**config.mk**
```make
export PLATFORM = sky130hd
export DESIGN_NAME = instr_writer
export DESIGN_NICKNAME = d
export VERILOG_FILES = /design/src/rtl/instr_writer.sv
export SDC_FILE = /design/constraint.sdc
export NUM_CORES = 1
export LEC_CHECK = 0
export ABC_AREA = 1
export CAP_MARGIN = 20
export CORE_ASPECT_RATIO = 0.6
export CORE_UTILIZATION = 25
export DETAILED_ROUTE_END_ITERATION = 8
export PLACE_DENSITY = 0.43
export REMOVE_ABC_BUFFERS = 1
export SYNTH_ARGS = -nofsm -noshare
export SYNTH_HDL_FRONTEND = slang
export SYNTH_SLANG_ARGS = --single-unit
```
**constraint.sdc**
```tcl
create_clock -name clk -period 6.45 [get_ports clk]
set_input_delay 0.645 -clock clk [delete_from_list [all_inputs] [get_ports clk]]
set_output_delay 0.645 -clock clk [all_outputs]
set_load 0.05 [all_outputs]
```
**src/rtl/instr_writer.sv**
```systemverilog
`default_nettype none
// ============================================================================
// Module      : instr_writer
// Description : Loads a stream of instruction words into instruction memory.
//               Words arrive over valid/ready, pass through a small FIFO and
//               are written at consecutive (wrapping) addresses starting from
//               a base address latched on start. A done pulse closes each load.
// Revision    : 1.0 - initial release
// ============================================================================
module instr_writer #(
    parameter int DATA_WIDTH = 32,
    parameter int ADDR_WIDTH = 8,
    parameter int FIFO_DEPTH = 4
) (
    input  logic                  clk,
    input  logic                  rst,
    input  logic                  start,
    input  logic [ADDR_WIDTH-1:0] base_addr,
    input  logic [ADDR_WIDTH:0]   length,
    input  logic                  in_valid,
    input  logic [DATA_WIDTH-1:0] in_data,
    output logic                  in_ready,
    output logic                  mem_we,
    output logic [ADDR_WIDTH-1:0] mem_addr,
    output logic [DATA_WIDTH-1:0] mem_wdata,
    output logic                  busy,
    output logic                  done
);

    localparam int                  c_ptr_w    = $clog2(FIFO_DEPTH);
    localparam logic [c_ptr_w:0]    c_cnt_one  = (c_ptr_w + 1)'(1);
    localparam logic [c_ptr_w:0]    c_cnt_full = (c_ptr_w + 1)'(FIFO_DEPTH);
    localparam logic [c_ptr_w-1:0]  c_idx_one  = (c_ptr_w)'(1);
    localparam logic [ADDR_WIDTH:0] c_len_one  = (ADDR_WIDTH + 1)'(1);
    localparam logic [ADDR_WIDTH:0] c_len_zero = '0;
    localparam logic [ADDR_WIDTH-1:0] c_addr_one = (ADDR_WIDTH)'(1);

    typedef enum logic [1:0] {
        c_st_idle  = 2'd0,
        c_st_write = 2'd1,
        c_st_done  = 2'd2
    } state_t;

    state_t                r_state;
    logic [ADDR_WIDTH-1:0] r_wr_ptr;
    logic [ADDR_WIDTH:0]   r_accept_rem;
    logic [ADDR_WIDTH:0]   r_write_rem;

    logic [DATA_WIDTH-1:0] r_fifo [FIFO_DEPTH];
    logic [c_ptr_w-1:0]    r_head;
    logic [c_ptr_w-1:0]    r_tail;
    logic [c_ptr_w:0]      r_count;
    logic                  r_full;

    logic                  w_in_write;
    logic                  w_empty;
    logic                  w_push;
    logic                  w_pop;
    logic [c_ptr_w:0]      w_count_nxt;

    assign w_in_write = (r_state == c_st_write);
    assign w_empty    = (r_count == '0);

    // Accept only while loading, with room in the FIFO and words still owed.
    // Uses the registered full flag, so a same-cycle pop never frees a slot.
    assign in_ready = w_in_write && !r_full && (r_accept_rem != c_len_zero);
    assign w_push   = in_valid && in_ready;
    assign w_pop    = w_in_write && !w_empty && (r_write_rem != c_len_zero);

    // Next FIFO occupancy; simultaneous push and pop leave it unchanged
    always_comb begin
        w_count_nxt = r_count;
        case ({w_push, w_pop})
            2'b10:   w_count_nxt = r_count + c_cnt_one;
            2'b01:   w_count_nxt = r_count - c_cnt_one;
            default: w_count_nxt = r_count;
        endcase
    end

    // FIFO storage; contents are qualified by the occupancy count, so no reset
    always_ff @(posedge clk) begin
        if (w_push) begin
            r_fifo[r_tail] <= in_data;
        end
    end

    // FIFO pointers, occupancy and registered full flag
    always_ff @(posedge clk or posedge rst) begin
        if (rst) begin
            r_head  <= '0;
            r_tail  <= '0;
            r_count <= '0;
            r_full  <= 1'b0;
        end else begin
            if (w_push) begin
                r_tail <= r_tail + c_idx_one;
            end
            if (w_pop) begin
                r_head <= r_head + c_idx_one;
            end
            r_count <= w_count_nxt;
            r_full  <= (w_count_nxt == c_cnt_full);
        end
    end

    // Load sequencing, counters and registered memory-side outputs
    always_ff @(posedge clk or posedge rst) begin
        if (rst) begin
            r_state      <= c_st_idle;
            r_wr_ptr     <= '0;
            r_accept_rem <= '0;
            r_write_rem  <= '0;
            mem_we       <= 1'b0;
            mem_addr     <= '0;
            mem_wdata    <= '0;
            busy         <= 1'b0;
            done         <= 1'b0;
        end else begin
            mem_we <= 1'b0;
            done   <= 1'b0;
            case (r_state)
                c_st_idle: begin
                    busy <= 1'b0;
                    if (start) begin
                        r_wr_ptr     <= base_addr;
                        r_accept_rem <= length;
                        r_write_rem  <= length;
                        if (length != c_len_zero) begin
                            r_state <= c_st_write;
                            busy    <= 1'b1;
                        end else begin
                            r_state <= c_st_done;
                            done    <= 1'b1;
                        end
                    end
                end
                c_st_write: begin
                    if (w_push) begin
                        r_accept_rem <= r_accept_rem - c_len_one;
                    end
                    if (w_pop) begin
                        mem_we      <= 1'b1;
                        mem_addr    <= r_wr_ptr;
                        mem_wdata   <= r_fifo[r_head];
                        r_wr_ptr    <= r_wr_ptr + c_addr_one;
                        r_write_rem <= r_write_rem - c_len_one;
                    end
                    // Last write was registered on the previous edge
                    if (r_write_rem == c_len_zero) begin
                        r_state <= c_st_done;
                        busy    <= 1'b0;
                        done    <= 1'b1;
                    end
                end
                c_st_done: begin
                    r_state <= c_st_idle;
                    busy    <= 1'b0;
                end
                default: begin
                    r_state <= c_st_idle;
                    busy    <= 1'b0;
                end
            endcase
        end
    end

endmodule
`default_nettype wire
```
==> run summary <==
status: completed
number of synthesized flops with an enable pin: 128
clk buf depth: 3
Layout area overhead: 26.8%
setup bufs post-CTS: 0
DRC viols: 0
count of hold-fix buffers inserted at cts: 0
core box area: 0.0340 mm²
CTS sink cnt: 207
number of port buffers: 96
drt first-iter violations: 290
Synth Instances: 808
CP arrival: 2.52 ns
Synth Flop Type: edfxtp_1
Worst Setup End Kind: output pin
pin count of the biggest net entering global routing: 67
min-delay worst type: in2async
Synth Area per Inst: 10.8 µm²
CP max-delay cell: clkdlybuf4s50_1
first-pass GRT wire length: 33,500 µm
initial antenna violation count: 0
Num CTS Buffers: 24
critical-path maximum fanout: 26
Initial Util: 0.256
Final Max Slew Viols: 0
Die H: 147 µm
register bit total from synthesis: 207
placed instance area: 0.0102 mm²
I/O pins: 97
CP Cell Sequence: nand2_2 > nor2_1 > and2_1 > clkdlybuf4s50_1
post-CTS resize count: 0
Max stage delay on crit path: 0.80 ns
Avg WL per Cell: 15.5 µm
GRT overflow: 0
WL final: 21,400 µm
vias in the first global route: 5,746
R2R setup slack: 3.61 ns
Die Wd: 243 µm
Via density: 4.22
clk_skew: 0.0115 ns
Detail Placement HPWL: 13,500 µm
antenna viol nets, final: 0
cell taking the most area after synthesis: edfxtp_1
Max IR drop VDD: 0.000197 V
area of the mapped netlist: 0.00872 mm²
PD cells: 541 mW/mm²
Post-synth top cells: nand2_1 (255), edfxtp_1 (128), dfrtp_1 (79)
Worst Tran Pin Value: 0.949 ns
clk_lat worst skew: 0.52 ns
final hold violation count: 0
count leader, synth: nand2_1
post-synth cell types: 33
CTS tree: yes
max cap viols: 0
Startpoint Class: register
H-tree depth: 1
RSZ-0062 raised after global routing: false
1st-pass router iterations: 5
std cell rows: 52
Setup violations, final: 0
Slew HR: 0.367
fin area: 0.0111 mm²
Synth Warn #: 0
Seq/Total Area, Yosys: 0.668
layout cells sized above 1: 0.0759
post-layout min period: 3.17 ns
Leak: 4.55 nW
hold slack: 0.476 ns
Worst-path clk slew: 0.06 ns
Max Clk Rate: 316 MHz
die area: 0.0357 mm²
CP Class: reg2out
Root Driver: clkbuf_16
Final period util: 0.491
vias: 5,830
placer's final routability congestion estimate: 0.771
GRT Resource Usage Total: 0.121
post-synth top area share: 0.441
nets@finish: 968
critical path data required time: 5.80 ns
Post-synth ARST share: 0.382
n_diodes: 0
Setup Total Neg Slack: 0 ns
main area contributors after synthesis: edfxtp_1 (44%), dfrtp_1 (23%), nand2_1 (11%)
-- cells in the final DEF, fill, tap and decap left out, drive strengths merged, types with 4 or more instances in the layout --
cell | Yosys | final
a21oi | 4 | 4
nand3 | 39 | 39
clkdlybuf4s50 | 0 | 96
buf | 21 | 8
o21ai | 60 | 60
dfrtp | 79 | 79
mux2i | 32 | 32
edfxtp | 128 | 128
ha | 10 | 10
nand2 | 259 | 259
clkinv | 0 | 11
nor2 | 64 | 64
inv | 47 | 47
clkbuf | 13 | 30
xor2 | 4 | 4
o22ai | 34 | 34
-- routing by layer --
| metal | vias to the layer above | GRT usage | part of all wire |
|---|---|---|---|
| met2 | 107 | 0.168 | 0.40 |
| met5 | - | 0 | 0 |
| met4 | 0 | 0.0296 | 0.018 |
| met3 | 30 | 0.0283 | 0.042 |
| li1 | 2940 | - | - |
| met1 | 2753 | 0.185 | 0.54 |
-- cell type report --
| cell class | count | area [µm²] |
|---|---|---|
| inverters | 47 | 179 |
| fillers | 3452 | 23000 |
| flip-flops and latches | 207 | 5830 |
| repair buffers | 104 | 1100 |
| well taps | 459 | 574 |
| multi-input cells | 520 | 2590 |
| clock buffers | 30 | 664 |
| clock inverters | 14 | 128 |
-- state kept, by name, indices dropped and copies added (netlist names) --
register      flops
r_fifo          128
mem_wdata        32
r_accept_rem      9
r_write_rem       9
mem_addr          8
r_wr_ptr          8
r_count           3
r_head            2
r_state           2
r_tail            2
busy              1
done              1
mem_we            1
r_full            1
-- worst max-delay path: cells and delay by family (launching register included) --
family	cells	cell delay, ns
DFF	1	0.41
buffers and inverters	1	0.80
and+or+nand+nor	3	0.79
-- metrics by stage --
| step | total power, mW | std cells | util | worst slack (ns) |
|---|---|---|---|---|
| 2_1_floorplan | 3.78 | 774 | - | 3.41 |
| 3_3_place_gp | 4.67 | 1333 | 0.299 | 3.40 |
| 3_5_place_dp | 4.68 | 1335 | 0.300 | 3.46 |
| 4_1_cts | 6.08 | 1379 | 0.323 | 3.23 |
| 5_1_grt | 6.43 | 1381 | 0.325 | 3.10 |
| 6_report | 5.99 | 1381 | 0.325 | 3.28 |
-- cells by family (layout without fill, tap and decap cells) --
logic type                 Yosys count  in the layout  synth area share
AOI/OAI and AO/OA                   99             99            0.0624
muxes                               32             32            0.0367
xor gates and xnor gates             5              5           0.00502
and+or+nand+nor                    373            373             0.172
adders and majority gates           11             11            0.0166
buffers and inverters               81            195            0.0392
DFF                                207            207             0.668
-- path summary, 6_finish.rpt --
kind | cells past startpoint | endpoint | from
worst max-delay path | 4 | in_ready | r_state[0]
worst min-delay path | 2 | r_write_rem[1] | rst
worst max register to register | 8 | r_wr_ptr[7] | r_state[0]
worst min register to register | 2 | mem_wdata[21] | mem_wdata[21]
max in group asynchronous | 3 | r_head[0] | rst
min in group clk | 2 | mem_wdata[21] | mem_wdata[21]
-- power by group --
group          switching, mW  internal (mW)  total (mW)
logic                   1.67          0.827        2.49
registers              0.305           1.82        2.13
clock network          0.556          0.811        1.37
total                   2.53           3.46        5.99
(Power assumes the default switching activity.)
